### src/rtl/dom_mul_scheduler_pkg.sv
// Shared constants and helpers for the DOM multiplier scheduler and its masked GF(2^2) multiplier.
package dom_mul_scheduler_pkg;

  localparam int FIFO_DEPTH   = 2;
  localparam int CREDIT_LIMIT = 2;

  // Width of a requester index; a single requester still gets one bit.
  function automatic int idx_width(input int n);
    return (n > 1) ? $clog2(n) : 1;
  endfunction

  // GF(2^2) product, polynomial basis, modulus x^2 + x + 1.
  function automatic logic [1:0] gf4_mul(input logic [1:0] a, input logic [1:0] b);
    gf4_mul = {(a[1] & b[1]) ^ (a[1] & b[0]) ^ (a[0] & b[1]),
               (a[1] & b[1]) ^ (a[0] & b[0])};
  endfunction

endpackage

### src/rtl/shared_mul_gf2.sv
// Domain-oriented masked GF(2^2) multiplier: one register stage on every inner and cross-domain term.
module shared_mul_gf2
  import dom_mul_scheduler_pkg::*;
#(
  parameter int SHARES    = 2,
  parameter int PIPELINED = 1
) (
  input  logic                          ClkxCI,
  input  logic                          RstxRI,
  input  logic [2*SHARES-1:0]           XxDI,
  input  logic [2*SHARES-1:0]           YxDI,
  input  logic [SHARES*(SHARES-1)-1:0]  ZxDI,
  output logic [2*SHARES-1:0]           QxDO
);

  logic [SHARES-1:0][SHARES-1:0][1:0] term_d, term_q;

  for (genvar i = 0; i < SHARES; i++) begin : g_row
    for (genvar j = 0; j < SHARES; j++) begin : g_col
      if (i == j) begin : g_inner
        assign term_d[i][j] = gf4_mul(XxDI[2*i +: 2], YxDI[2*j +: 2]);
      end else begin : g_cross
        // Domains i and j share one 2-bit Z so that it cancels in the recombined product.
        localparam int LO   = (i < j) ? i : j;
        localparam int HI   = (i < j) ? j : i;
        localparam int PAIR = LO * (2*SHARES - LO - 1) / 2 + (HI - LO - 1);
        assign term_d[i][j] = gf4_mul(XxDI[2*i +: 2], YxDI[2*j +: 2]) ^ ZxDI[2*PAIR +: 2];
      end
    end
  end

  if (PIPELINED != 0) begin : g_reg
    always_ff @(posedge ClkxCI or posedge RstxRI) begin
      if (RstxRI) term_q <= '0;
      else        term_q <= term_d;
    end
  end else begin : g_comb
    assign term_q = term_d;
  end

  always_comb begin
    QxDO = '0;
    for (int i = 0; i < SHARES; i++)
      for (int j = 0; j < SHARES; j++)
        QxDO[2*i +: 2] = QxDO[2*i +: 2] ^ term_q[i][j];
  end

endmodule

### src/rtl/dom_mul_scheduler.sv
// Round-robin scheduler sharing one pipelined masked GF(2^2) multiplier among NREQ requesters.
module dom_mul_scheduler
  import dom_mul_scheduler_pkg::*;
#(
  parameter  int SHARES = 2,
  parameter  int NREQ   = 4,
  localparam int IDXW   = idx_width(NREQ),
  localparam int OPW    = 2*SHARES,
  localparam int ZW     = SHARES*(SHARES-1)
) (
  input  logic                 ClkxCI,
  input  logic                 RstxRI,
  input  logic [NREQ-1:0]      ReqxSI,
  input  logic [NREQ*OPW-1:0]  XxDI,
  input  logic [NREQ*OPW-1:0]  YxDI,
  output logic [NREQ-1:0]      GntxSO,
  input  logic [ZW-1:0]        RndxDI,
  input  logic                 RndValidxSI,
  output logic                 RndReadyxSO,
  output logic [OPW-1:0]       QxDO,
  output logic [IDXW-1:0]      QIdxDO,
  output logic                 QValidxSO,
  input  logic                 QReadyxSI
);

  localparam int FPW = (FIFO_DEPTH > 1) ? $clog2(FIFO_DEPTH) : 1;
  localparam int CW  = $clog2(FIFO_DEPTH + 1);
  localparam int CRW = $clog2(CREDIT_LIMIT + 1);

  typedef struct packed {
    logic [IDXW-1:0] idx;
    logic [OPW-1:0]  q;
  } entry_t;

  logic [IDXW-1:0] ptr, win, tag_idx;
  logic            found, issue, xfer, credit_ok, tag_vld;
  logic [CRW-1:0]  credits;
  logic [OPW-1:0]  mul_x, mul_y, mul_q;
  logic [ZW-1:0]   mul_z;
  entry_t          fifo_mem [FIFO_DEPTH];
  logic [FPW-1:0]  wr_ptr, rd_ptr;
  logic [CW-1:0]   count;

  // Round-robin search starting at ptr, wrapping at NREQ.
  always_comb begin
    found = 1'b0;
    win   = '0;
    for (int k = 0; k < NREQ; k++) begin
      int cand;
      cand = int'(ptr) + k;
      if (cand >= NREQ) cand = cand - NREQ;
      if (!found && ReqxSI[cand]) begin
        found = 1'b1;
        win   = IDXW'(cand);
      end
    end
  end

  assign xfer = QValidxSO & QReadyxSI;
  // A credit returned by this cycle's output transfer is reusable at once, so a full
  // pipeline keeps issuing every cycle while the consumer is ready.
  assign credit_ok = (credits < CRW'(CREDIT_LIMIT)) | xfer;
  assign issue     = found & RndValidxSI & credit_ok & ~RstxRI;

  always_comb begin
    GntxSO = '0;
    for (int k = 0; k < NREQ; k++)
      GntxSO[k] = issue && (win == IDXW'(k));
  end

  assign RndReadyxSO = issue;
  assign mul_x = issue ? XxDI[win*OPW +: OPW] : '0;
  assign mul_y = issue ? YxDI[win*OPW +: OPW] : '0;
  assign mul_z = issue ? RndxDI : '0;

  shared_mul_gf2 #(
    .SHARES    (SHARES),
    .PIPELINED (1)
  ) u_mul (
    .ClkxCI (ClkxCI),
    .RstxRI (RstxRI),
    .XxDI   (mul_x),
    .YxDI   (mul_y),
    .ZxDI   (mul_z),
    .QxDO   (mul_q)
  );

  always_ff @(posedge ClkxCI or posedge RstxRI) begin
    if (RstxRI) begin
      ptr     <= '0;
      tag_vld <= 1'b0;
      tag_idx <= '0;
      credits <= '0;
    end else begin
      if (issue) ptr <= (win == IDXW'(NREQ-1)) ? '0 : win + 1'b1;
      tag_vld <= issue;
      tag_idx <= issue ? win : '0;
      unique case ({issue, xfer})
        2'b10:   credits <= credits + 1'b1;
        2'b01:   credits <= credits - 1'b1;
        default: credits <= credits;
      endcase
    end
  end

  // Output FIFO; the credit limit guarantees a free slot whenever the tag stage is valid.
  always_ff @(posedge ClkxCI or posedge RstxRI) begin
    if (RstxRI) begin
      wr_ptr <= '0;
      rd_ptr <= '0;
      count  <= '0;
      for (int e = 0; e < FIFO_DEPTH; e++) fifo_mem[e] <= '0;
    end else begin
      if (tag_vld) begin
        fifo_mem[wr_ptr] <= '{idx: tag_idx, q: mul_q};
        wr_ptr <= (wr_ptr == FPW'(FIFO_DEPTH-1)) ? '0 : wr_ptr + 1'b1;
      end
      if (xfer) rd_ptr <= (rd_ptr == FPW'(FIFO_DEPTH-1)) ? '0 : rd_ptr + 1'b1;
      unique case ({tag_vld, xfer})
        2'b10:   count <= count + 1'b1;
        2'b01:   count <= count - 1'b1;
        default: count <= count;
      endcase
    end
  end

  assign QValidxSO = (count != '0);
  assign QxDO      = fifo_mem[rd_ptr].q;
  assign QIdxDO    = fifo_mem[rd_ptr].idx;

endmodule

### config.mk
export PLATFORM = sky130hd
export DESIGN_NAME = dom_mul_scheduler
export DESIGN_NICKNAME = d
export VERILOG_FILES = /design/src/rtl/dom_mul_scheduler_pkg.sv /design/src/rtl/shared_mul_gf2.sv /design/src/rtl/dom_mul_scheduler.sv
export SDC_FILE = /design/constraint.sdc
export NUM_CORES = 1
export LEC_CHECK = 0
export ABC_CLOCK_PERIOD_IN_PS = 6700
export CAP_MARGIN = 10
export CORE_ASPECT_RATIO = 0.6
export CORE_MARGIN = 3
export CORE_UTILIZATION = 35
export DETAILED_ROUTE_END_ITERATION = 10
export MAX_ROUTING_LAYER = met4
export PLACE_DENSITY = 0.68
export SYNTH_ARGS = -nofsm -noshare
export SYNTH_HDL_FRONTEND = slang
export SYNTH_SLANG_ARGS = --single-unit
### constraint.sdc
create_clock -name ClkxCI -period 6.7 [get_ports ClkxCI]
set_input_delay 0.67 -clock ClkxCI [delete_from_list [all_inputs] [get_ports ClkxCI]]
set_output_delay 0.67 -clock ClkxCI [all_outputs]
set_load 0.03 [all_outputs]
==> Yosys cells after proc, flatten, opt, wreduce, memory -nomap -nowiden <==
Index checks and enable logic that the tools add are counted.
{ "word_totals": {"ff_bits": 31, "output_inout_bits": 12, "elab_cells": 144, "in_bits": 42} }
{ "op_classes": {"shifts": 2, "n_eq_ne": 7, "addsub": 14, "n_reduce_logical": 15, "order_cmp": 12, "n_mux": 39, "bitwise": 40} }
{ "ops": {"columns": ["op", "n"], "rows": [
  ["32-bit by 4-bit < comparator with 1-bit output, second input constant", 4],
  ["32-bit 2-to-1 mux", 4],
  ["16-bit by 5-bit indexed part select with 4-bit output", 2],
  ["6-bit 2-to-1 mux", 4],
  ["1-bit bitwise AND", 20],
  ["1-bit 2-to-1 mux", 14],
  ["2-bit 2-to-1 mux", 7],
  ["12-bit bitwise mux", 1],
  ["3-bit by 3-bit subtractor with 4-bit output, second input constant", 3],
  ["1-bit XOR", 12],
  ["3-bit greater-or-equal comparator, second input constant", 3],
  ["1-bit binary-select mux with 2-bit select", 4],
  ["2-bit equality test, second input constant", 4],
  ["1-bit logical AND", 8],
  ["4-bit 2-to-1 mux", 2],
  ["2-bit case mux with 2 select lines", 2],
  ["2-bit XOR", 4],
  ["2-bit by 1-bit adder with 2-bit output, second input constant", 3],
  ["2-bit by 2-bit adder with 3-bit output, second input constant", 2],
  ["6-bit demux with 1-bit select", 1],
  ["2-bit by 1-bit equality test with 1-bit output, second input constant", 3],
  ["2-bit nonzero test", 3],
  ["2-bit greater-or-equal comparator, second input constant", 2],
  ["1-bit inverter with 2-bit output", 2],
  ["11 further kinds", 15]
]} }

==> Logic depth before layout (Yosys ltp) <==
{ "logic_depth": {"ltp_word": 23, "mapped_depth": 10, "mapped_depth_nobuf": 8} }

==> Hierarchy <==
Synthesis repeated with hierarchy kept, for this count alone.
{ "unflattened": {"cells_unflattened": 170, "area_unflattened_um2": 1901.8} }
{ "by_module_without_submodules": {"columns": ["mod", "seq_area_each_um2", "area_per_inst_um2", "cells_each", "n_inst"], "rows": [
  ["dom_mul_scheduler", 575.6, 1433.9, 123, 1],
  ["shared_mul_gf2", 200.2, 467.9, 47, 1]
]} }

==> Worst setup path before layout <==
OpenSTA, ideal clock, no wires.
{ "synth_timing": {"path_kind": "input port to output port", "from": "input port RstxRI", "to": "output port GntxSO[0]", "required_ns": 6.030, "setup_slack_ns": 3.218, "t_arrival_ns": 2.812, "path_buffers": 1, "cell_stages": 5, "cell_sequence": "inv_1 > nand4_1 > inv_1 > clkbuf_1 > and2_1"} }
{ "synth_between": {"elab_chain_len": 3} }
{ "synth_lines": {"columns": ["element", "line_no", "text"], "rows": [
  ["start: declaration", "dom_mul_scheduler.sv:12", "input logic RstxRI,"],
  ["1-bit inverter", "dom_mul_scheduler.sv:63", "assign issue = found & RndValidxSI & credit_ok & ~RstxRI;"],
  ["1-bit bitwise AND", "dom_mul_scheduler.sv:63", null],
  ["named net RndReadyxSO", "dom_mul_scheduler.sv:19", "output logic RndReadyxSO,"],
  ["1-bit logical AND", "dom_mul_scheduler.sv:68", "GntxSO[k] = issue && (win == IDXW'(k));"],
  ["end: declaration", "dom_mul_scheduler.sv:16", "output logic [NREQ-1:0] GntxSO,"]
]} }
The timed path passes the listed nets, and every way through them passes these cells.

==> Worst setup path in the final report <==
{ "layout_timing": {"from": "input port RstxRI", "to": "output port GntxSO[2]"} }
{ "layout_between": {"elab_chain_len": 3} }
{ "layout_lines": {"columns": ["element", "line_no"], "rows": [
  ["1-bit inverter", "dom_mul_scheduler.sv:63"],
  ["1-bit bitwise AND", "dom_mul_scheduler.sv:63"],
  ["1-bit logical AND", "dom_mul_scheduler.sv:68"]
]} }
No other way between the ends.

==> results.txt <==
run status: finished clean
Worst Skew: 0.00616 ns
busiest metal layer after global routing: met2
Peak VDD IR: 124 uV
total grt overflow: 0
post-CTS sizing: 0
Sw Ratio: 0.395
# fillers: 514
largest net degree at the start of global routing: 33
TritonRoute pass-1 iters: 4
worst min-delay path startpoint: count[1]
Synth warnings: 0
Worst Setup Start Kind: input port
post-DP HPWL: 3.45 mm
period utilisation layout: 0.583
sequential share of power: 0.314
GPL Wtd Cong: 0.792
Worst EP arrival: 3.24 ns
layout cells sized above 1: 0.159
Netlist Area Pre-Place: 2010 um2
met2 Usage GRT: 0.208
combinational power share: 0.543
final hold viol count: 0
Area growth, synth to finish: 33.1%
commonest non-fill, non-tap cell in the layout: clkdlybuf4s50_1
P_leak: 1.18 nW
starting density of the core: 0.380
synth unique cells: 34
commonest cells after routing, fill and taps aside: 53 x clkdlybuf4s50_1, 31 x dfrtp_1, 22 x mux2i_1, 19 x nand2_1, 17 x nor2_1
Tot Pwr: 0.971 mW
Clk pwr share: 0.144
# setup viols final: 0
vias per inst: 4.68
clock period minus worst slack: 3.91 ns
worst-case clock buffer depth: 2
Clock Root Buffer: clkbuf_8
global-route met1 utilization: 0.205
Crit. Startpoint: RstxRI
core box area: 5280 um2
power density over the cells: 364 nW/um2
placed inst area: 2580 um2
placed cells: 315
die outline height: 64.6 um
crit path capture type: output pin
Die X: 104 um
RSZ-0062 raised after global routing: false
Ports: 54
initial antenna violation count: 0
ANT nets after route: 0
Post-Syn Instances: 189
max cap viols: 0
maximum clock frequency: 0.256 GHz
DR DRC count: 0
Int Power: 0.588 mW
sequential-to-total area share from yosys stat: 0.387
CP cell instances: clkdlybuf4s50_1, inv_1, buf_4, nand4_1, inv_1, and2_1, clkdlybuf4s50_1
CTS tree: done
postcts setup bufs: 0
Synth Net Count: 237
# rows: 20
flop2flop setup slack: 4.39 ns
met3 Usage GRT: 0.0438
Slew @ Worst Pin: 0.393 ns
slowest cell on the critical path: clkdlybuf4s50_1
worst setup margin: 2.79 ns
switching power: 0.384 mW
cts hold-fix bufs: 0
Post-synth EDFFs: 0
CTS sink cnt: 31
Slew Viols, Final: 0
number of synthesized register bits: 31
pre-CTS setup slack: 2.76 ns
Hold Crit Class: flip-flop to flip-flop
syn avg cell area: 10.6 um2
# port buffers: 53
global-route wire length before repair: 7.64 mm
Avg WL per Cell: 13.3 um
Die ar.: 6700 um2
1st-iter DRT viols: 46
diodes inserted: 0
max_slew headroom: 0.730
fin area: 2670 um2
final WL: 4.30 mm
Worst path max stage delay: 0.68 ns
Reg clk slew, reported paths: 0.07 ns
Nets: 293
final setup TNS: 0 ns
Skew-Pair Late Insertion Delay: 0.28 ns
ys flop type: dfrtp_1
kind of critical path: input port to output pin
CP Data Required Time: 6.03 ns
asr flop ratio synth: 1.00
total track usage: 0.146
DR vias: 1511
CTS buffer count: 5
Non-Filler Instances: 323
number of global-route vias before repair: 1582
worst r2r src: ptr[1]
CTS H-tree depth: 2
CP Max Fanout: 32
-- Yosys cell counts (all sizes together), types with 4 or more instances --
cell,count,area share
xnor2,11,0.048
inv,8,0.015
ha,6,0.037
nor3,4,0.012
mux2i,22,0.11
nor2,19,0.038
dfrtp,31,0.39
and2,4,0.012
a21oi,6,0.017
nand2,19,0.036
o21ai,11,0.029
mux2,18,0.11
-- area by class of cell --
cell class,count,area [um2],share of cell area
clock buffers,6,72.6,0.0272
multi-input cells,144,1140,0.426
flip-flops and latches,31,776,0.291
inverters,8,30.0,0.0112
clock inverters,2,12.5,0.00469
well taps,77,96.3,0.0361
repair buffers,55,546,0.204
-- power by group through the flow --
stage / logic, mW / clock network, mW / registers (mW)
after floorplan: 0.426 / 0 / 0.289
after global placement: 0.525 / 0 / 0.307
after detailed placement: 0.529 / 0 / 0.308
final: 0.527 / 0.140 / 0.304
after global routing: 0.585 / 0.154 / 0.316
after CTS: 0.532 / 0.143 / 0.305
-- path summary, 6_finish.rpt --
check | to | depth (start not counted)
worst max-delay path | GntxSO[2] | 7
worst min-delay path | count[1] | 1
worst max register to register | u_mul.term_q[5] | 8
worst min register to register | count[1] | 1
max in group asynchronous | fifo_mem[4] | 3
min in group asynchronous | rd_ptr | 3
-- flip-flops by register name (all words and copies together) (netlist names) --
register / count
count: 2
wr_ptr: 1
rd_ptr: 1
ptr: 2
u_mul.term_q: 8
fifo_mem: 12
tag_vld: 1
credits: 2
tag_idx: 2
-- metal layers --
| metal | vias up | wire length, um |
|---|---|---|
| met5 | - | 0 |
| li1 | 758 | - |
| met1 | 717 | 2290 |
| met4 | 0 | 27 |
| met3 | 4 | 243 |
| met2 | 32 | 1740 |
-- critical path: cells and delay by family --
kind	cells	cell delay, ns
AND/OR/NAND/NOR	2	0.63
buffers and inverters	5	1.93
-- cell families (layout without fill, tap and decap cells) --
kind of cell    after synthesis  in the layout  share of synthesized area
compound gates               26             26                     0.0973
buf+inv                      14             71                     0.0462
fa+ha+maj                     6              6                     0.0374
simple gates                 56             56                      0.132
xor+xnor                     16             16                     0.0836
mux                          40             40                      0.216
flops                        31             31                      0.387
-- through the flow --
stage               hold WS, ns  utilization
floorplan                 0.434            -
global placement          0.452        0.490
detailed placement        0.451        0.490
CTS                       0.462        0.506
global route              0.487        0.506
finish                    0.455        0.506
No activity file was read; power rests on OpenSTA's default activity.
==> RTL change 1: new RTL, config.mk and constraints unchanged <==
The package constant `FIFO_DEPTH` goes from 2 to 1.
--- a/src/rtl/dom_mul_scheduler_pkg.sv
+++ b/src/rtl/dom_mul_scheduler_pkg.sv
@@ -3,3 +3,3 @@
 
-  localparam int FIFO_DEPTH   = 2;
+  localparam int FIFO_DEPTH   = 1;
   localparam int CREDIT_LIMIT = 2;
Behaviour: not the same (a bounded check fails within 4 cycles, from zero or initial values and one cycle with RstxRI high).
==> RTL change 1 against the original RTL <==
Non-clock buffer count rose by 1; setup slack got worse by 0.23 ns; area after synthesis fell by 23%; combinational power fell by 19%; sequential cell count fell by 9; routed wire length fell by 14%; global-route usage rose by 0.29 points; final area fell by 18%; total power fell by 25%; clock power fell by 32%.
==> RTL change 1: results (changes against the original RTL) <==
[status]
outcome = complete, no violations  ; unchanged

[cells_and_area]
nets = 251  ; was 293
drive_above_1_share_pct = 11.3  ; was 15.9%
nFillCells = 326  ; was 514
layout_top_registers = u_mul.term_q: 8 flops, fifo_mem: 6 flops  ; was fifo_mem: 12 flops, u_mul.term_q: 8 flops

[placed_design]
place.detailed.hpwl_mm = 2.97  ; was 3.45 mm
globalplace.congestion = 0.810  ; was 0.792

[power]
static_leakage_nw = 0.970  ; was 1.18 nW
vdd.ir_drop.worst_uv = 140  ; was 124 uV

[detailed_routing]
drtIter0Drc = 28  ; was 46
num_vias = 1272  ; was 1511
drt-wirelength-per-cell_um = 14.3  ; was 13.3 um

[global_routing]
grt_pass1_vias = 1394  ; was 1582
largest_net_degree_at_the_start_of_global_routing = 24  ; was 33
grt_usage_pct = 14.9  ; was 14.6%

[yosys]
synth-seq-area-share_pct = 35.7  ; was 38.7%
synth_compound_gate_area_share_pct = 9.67  ; was 9.73%
syn_nets = 194  ; was 237
synth_adder_area_share_pct = 4.06  ; was 3.74%
synth-xor-area-share_pct = 8.61  ; was 8.36%
synthMuxAreaShare_pct = 21.5  ; was 21.6%
synth.cells.most_frequent = 22 x sky130_fd_sc_hd__dfrtp_1, 20 x sky130_fd_sc_hd__mux2i_1, 20 x sky130_fd_sc_hd__nor2_1  ; was 31 x sky130_fd_sc_hd__dfrtp_1, 22 x sky130_fd_sc_hd__mux2i_1, 19 x sky130_fd_sc_hd__nand2_1
netlist-cell-type-count = 32  ; was 34
synth.area.top_cells = sky130_fd_sc_hd__dfrtp_1 36%, sky130_fd_sc_hd__mux2i_1 13%, sky130_fd_sc_hd__xnor2_1 5.1%, sky130_fd_sc_hd__mux2_4 4.9%, sky130_fd_sc_hd__nor2_1 4.9%  ; was sky130_fd_sc_hd__dfrtp_1 39%, sky130_fd_sc_hd__mux2i_1 11%, sky130_fd_sc_hd__mux2_2 8.4%, sky130_fd_sc_hd__xnor2_1 4.8%, sky130_fd_sc_hd__ha_1 3.7%

[setup_path]
cp.arrival_ns = 3.47  ; was 3.24 ns
rr_endpoint = u_mul.term_q[3]$_DFF_PP0_  ; was u_mul.term_q[5]$_DFF_PP0_
crit_path_max_fanout = 11  ; was 32
cp_slowest_cell = sky130_fd_sc_hd__o41ai_2  ; was sky130_fd_sc_hd__clkdlybuf4s50_1
critical_path.max_stage_delay_ns = 0.86  ; was 0.68 ns
regToRegSetupSlack_ns = 4.21  ; was 4.39 ns

[timing]
fin_worst_skew_ns = 0.00475  ; was 0.00616 ns
worst_slew_pin_slew_ns = 0.873  ; was 0.393 ns
hold_slack_ns = 0.485  ; was 0.455 ns

[clock_network]
cts_inserted_buffers = 3  ; was 5
clock_latency_late_sink_ns = 0.26  ; was 0.28 ns

[min_path]
hold-path-endpoint = credits[1]$_DFFE_PP0P_  ; was count[1]$_DFFE_PP0P_
startpoint_of_the_lowest_slack_hold_path = credits[1]$_DFFE_PP0P_  ; was count[1]$_DFFE_PP0P_

RTL change 1: cell count changes in the layout (fill, tap and decap cells not counted), sizes merged, moves of 3 or more:
| cell | change |
|---|---|
| a21oi | +6 |
| dfrtp | -9 |
| mux2 | -8 |
| nand2 | -12 |
| nor3 | -3 |
| o21ai | -11 |
RTL change 1: cell type report:
class                      instances  area share (%)
clock buffer                       4            2.52
inverter                           7            1.20
tap                               57            3.27
sequential                        22            25.2
multi-input combinational        114            42.1
timing repair buffer              56            25.7
RTL change 1: how the worst max path moves through the flow:
stage / from / end / slack (ns) / cells past startpoint
finish: ReqxSI[2] / GntxSO[3] / 2.56 / 5
global route: ReqxSI[2] / GntxSO[3] / 2.36 / 5
CTS: ReqxSI[2] / GntxSO[1] / 2.43 / 7
detailed placement: ReqxSI[2] / GntxSO[1] / 2.43 / 7
floorplan: ReqxSI[2] / GntxSO[0] / 3.76 / 3
global placement: ReqxSI[2] / GntxSO[1] / 2.62 / 7
RTL change 1: cell families (layout without fill, tap and decap cells):
kind of cell	after synthesis	count (layout)
DFF	22	22
buffers and inverters	11	67
xor gates and xnor gates	12	12
adders and majority gates	5	5
muxes	30	30
and+or+nand+nor	47	47
AOI/OAI and AO/OA	20	20
RTL change 1: worst reg2reg max path, delay by kind of cell (launching register included):
family,cells,cell delay [ns]
DFF,1,0.44
buffers and inverters,1,0.23
AOI/OAI and AO/OA,2,0.61
and+or+nand+nor,3,0.46
muxes,3,0.66
RTL change 1: stage by stage:
stage	area [sq um]	cells	total power (W)	setup slack (ns)
after floorplan	1540	147	0.000520	3.76
after global placement	2110	255	0.000613	2.62
after detailed placement	2110	255	0.000629	2.43
final	2180	260	0.000726	2.56
after CTS	2170	259	0.000728	2.43
after global routing	2180	260	0.000777	2.36
RTL change 1: power breakdown:
part | internal (W) | leakage, nW | total (W) | switching, W
sequential | 0.000173 | 0.285 | 0.000202 | 0.0000293
combinational | 0.000211 | 0.656 | 0.000428 | 0.000217
clock | 0.0000524 | 0.0288 | 0.0000953 | 0.0000429
RTL change 1: metal layers:
metal / part of all wire (%) / wire (um) / track usage, %
met3: 5.5 / 204 / 4.22
met4: 1.0 / 38 / 4.51
met1: 45 / 1670 / 17.7
met2: 48 / 1790 / 24.7
met5: 0 / 0 / -
==> RTL change 2: new RTL, same flow settings <==
Without the edit above. Reset style: synchronous (`RstxRI`), changed in 3 clocked blocks.
--- a/src/rtl/shared_mul_gf2.sv
+++ b/src/rtl/shared_mul_gf2.sv
@@ -32,3 +32,3 @@
   if (PIPELINED != 0) begin : g_reg
-    always_ff @(posedge ClkxCI or posedge RstxRI) begin
+    always_ff @(posedge ClkxCI) begin
       if (RstxRI) term_q <= '0;
--- a/src/rtl/dom_mul_scheduler.sv
+++ b/src/rtl/dom_mul_scheduler.sv
@@ -87,3 +87,3 @@
 
-  always_ff @(posedge ClkxCI or posedge RstxRI) begin
+  always_ff @(posedge ClkxCI) begin
     if (RstxRI) begin
@@ -106,3 +106,3 @@
   // Output FIFO; the credit limit guarantees a free slot whenever the tag stage is valid.
-  always_ff @(posedge ClkxCI or posedge RstxRI) begin
+  always_ff @(posedge ClkxCI) begin
     if (RstxRI) begin
Behaviour: differs if RstxRI is asserted again (counterexample within 4 cycles, from zero or initial values and one cycle with RstxRI high); with RstxRI held inactive, the same outputs for 10 cycles.
==> RTL change 2 against the original RTL <==
Final area grew 7.1%; die area grew 9.7%; non-clock buffer count shrank 1; setup slack lost 0.61 ns; area after synthesis grew 11%; routed wire length grew 26%; total power shrank 22%; final cell count grew 14%; sequential cell count grew 1; largest power group unchanged.
==> RTL change 2: results (changes against the original RTL) <==
[placed_design]
dpl_worst_slack_ns = 2.20  ; was 2.76 ns
place.detailed.hpwl_mm = 4.15  ; was 3.45 mm
placedCellCount = 359  ; was 315
place_area_sq_mm = 0.00275  ; was 0.00258 sq mm

[yosys]
synth_enable_flop_cells = 12  ; was 0
syn_nets = 287  ; was 237
synth.cells.most_frequent = 27 x sky130_fd_sc_hd__nor2_1, 20 x sky130_fd_sc_hd__dfxtp_1, 19 x sky130_fd_sc_hd__nand2_1  ; was 31 x sky130_fd_sc_hd__dfrtp_1, 22 x sky130_fd_sc_hd__mux2i_1, 19 x sky130_fd_sc_hd__nand2_1
synth-xor-area-share_pct = 6.88  ; was 8.36%
netlist-cell-type-count = 47  ; was 34
synth_adder_area_share_pct = 3.39  ; was 3.74%
synth.area.top_cells = sky130_fd_sc_hd__dfxtp_1 18%, sky130_fd_sc_hd__edfxtp_1 16%, sky130_fd_sc_hd__nor2_1 4.6%, sky130_fd_sc_hd__mux2_2 3.6%, sky130_fd_sc_hd__ha_1 3.4%  ; was sky130_fd_sc_hd__dfrtp_1 39%, sky130_fd_sc_hd__mux2i_1 11%, sky130_fd_sc_hd__mux2_2 8.4%, sky130_fd_sc_hd__xnor2_1 4.8%, sky130_fd_sc_hd__ha_1 3.7%
synth_compound_gate_area_share_pct = 16.1  ; was 9.73%
synth-seq-area-share_pct = 34.3  ; was 38.7%

[status]
outcome = complete, no violations  ; unchanged

[setup_path]
crit_path_max_fanout = 13  ; was 32
r2r.worst_path.cells = 7  ; was 8
rr_endpoint = u_mul.term_q[5]$_SDFF_PP0_  ; was u_mul.term_q[5]$_DFF_PP0_
critical_path.max_stage_delay_ns = 0.71  ; was 0.68 ns
critical_path.reg2reg.startpoint = ptr[0]$_SDFFE_PP0P_  ; was ptr[1]$_DFFE_PP0P_
cp_slowest_cell = sky130_fd_sc_hd__nor2b_1  ; was sky130_fd_sc_hd__clkdlybuf4s50_1

[detailed_routing]
drtIter0Drc = 110  ; was 46
finalWirelength_mm = 5.42  ; was 4.30 mm

[timing]
max_slew_margin_pct = 42.2  ; was 73.0%

[cells_and_area]
nets = 334  ; was 293

[min_path]
startpoint_of_the_lowest_slack_hold_path = rd_ptr$_SDFFE_PP0P_  ; was count[1]$_DFFE_PP0P_

[global_routing]
largest_net_degree_at_the_start_of_global_routing = 24  ; was 33

==> RTL change 2: worst max-delay path, delay by kind of cell <==
kind | cells | cell delay, ns
compound gates | 1 | 0.35
buf+inv | 3 | 1.24
fa+ha+maj | 1 | 0.22
simple gates | 3 | 1.36
==> RTL change 2: how the worst max path moves through the flow <==
stage | startpoint | endpoint | slack (ns) | cells past startpoint
floorplan | ReqxSI[1] | GntxSO[3] | 3.70 | 4
global placement | ReqxSI[2] | GntxSO[1] | 2.29 | 8
detailed placement | ReqxSI[2] | GntxSO[0] | 2.20 | 8
CTS | ReqxSI[2] | GntxSO[0] | 2.18 | 8
global route | ReqxSI[2] | GntxSO[0] | 1.97 | 8
finish | ReqxSI[2] | GntxSO[0] | 2.18 | 8
==> RTL change 2: area by class of cell <==
class	count	area (sq um)
Fill cell	564	2970
Multi-Input combinational cell	185	1320
Sequential cell	32	761
Timing Repair Buffer	54	538
Tap cell	80	100
Clock buffer	6	72.6
Clock inverter	2	35.0
Inverter	8	30.0
==> RTL change 2: where the power goes <==
part	internal (W)	switching, W	leakage (nW)
sequential	0.000233	0.0000235	0.290
clock	0.000110	0.0000705	0.0552
combinational	0.000153	0.000169	0.671
total	0.000496	0.000263	1.02
==> RTL change 2: kinds of logic after synthesis <==
kind of cell,Yosys count
buffers and inverters,22
adders and majority gates,6
and+or+nand+nor,111
xor gates and xnor gates,14
DFF,32
muxes,10
AOI/OAI and AO/OA,44
==> RTL change 2: routing by layer <==
metal,GRT usage [%],wire length (um),vias up
met5,-,0,-
li1,-,-,971
met3,4.68,298,2
met1,22.5,2790,919
met2,24.2,2320,56
met4,2.36,7,0
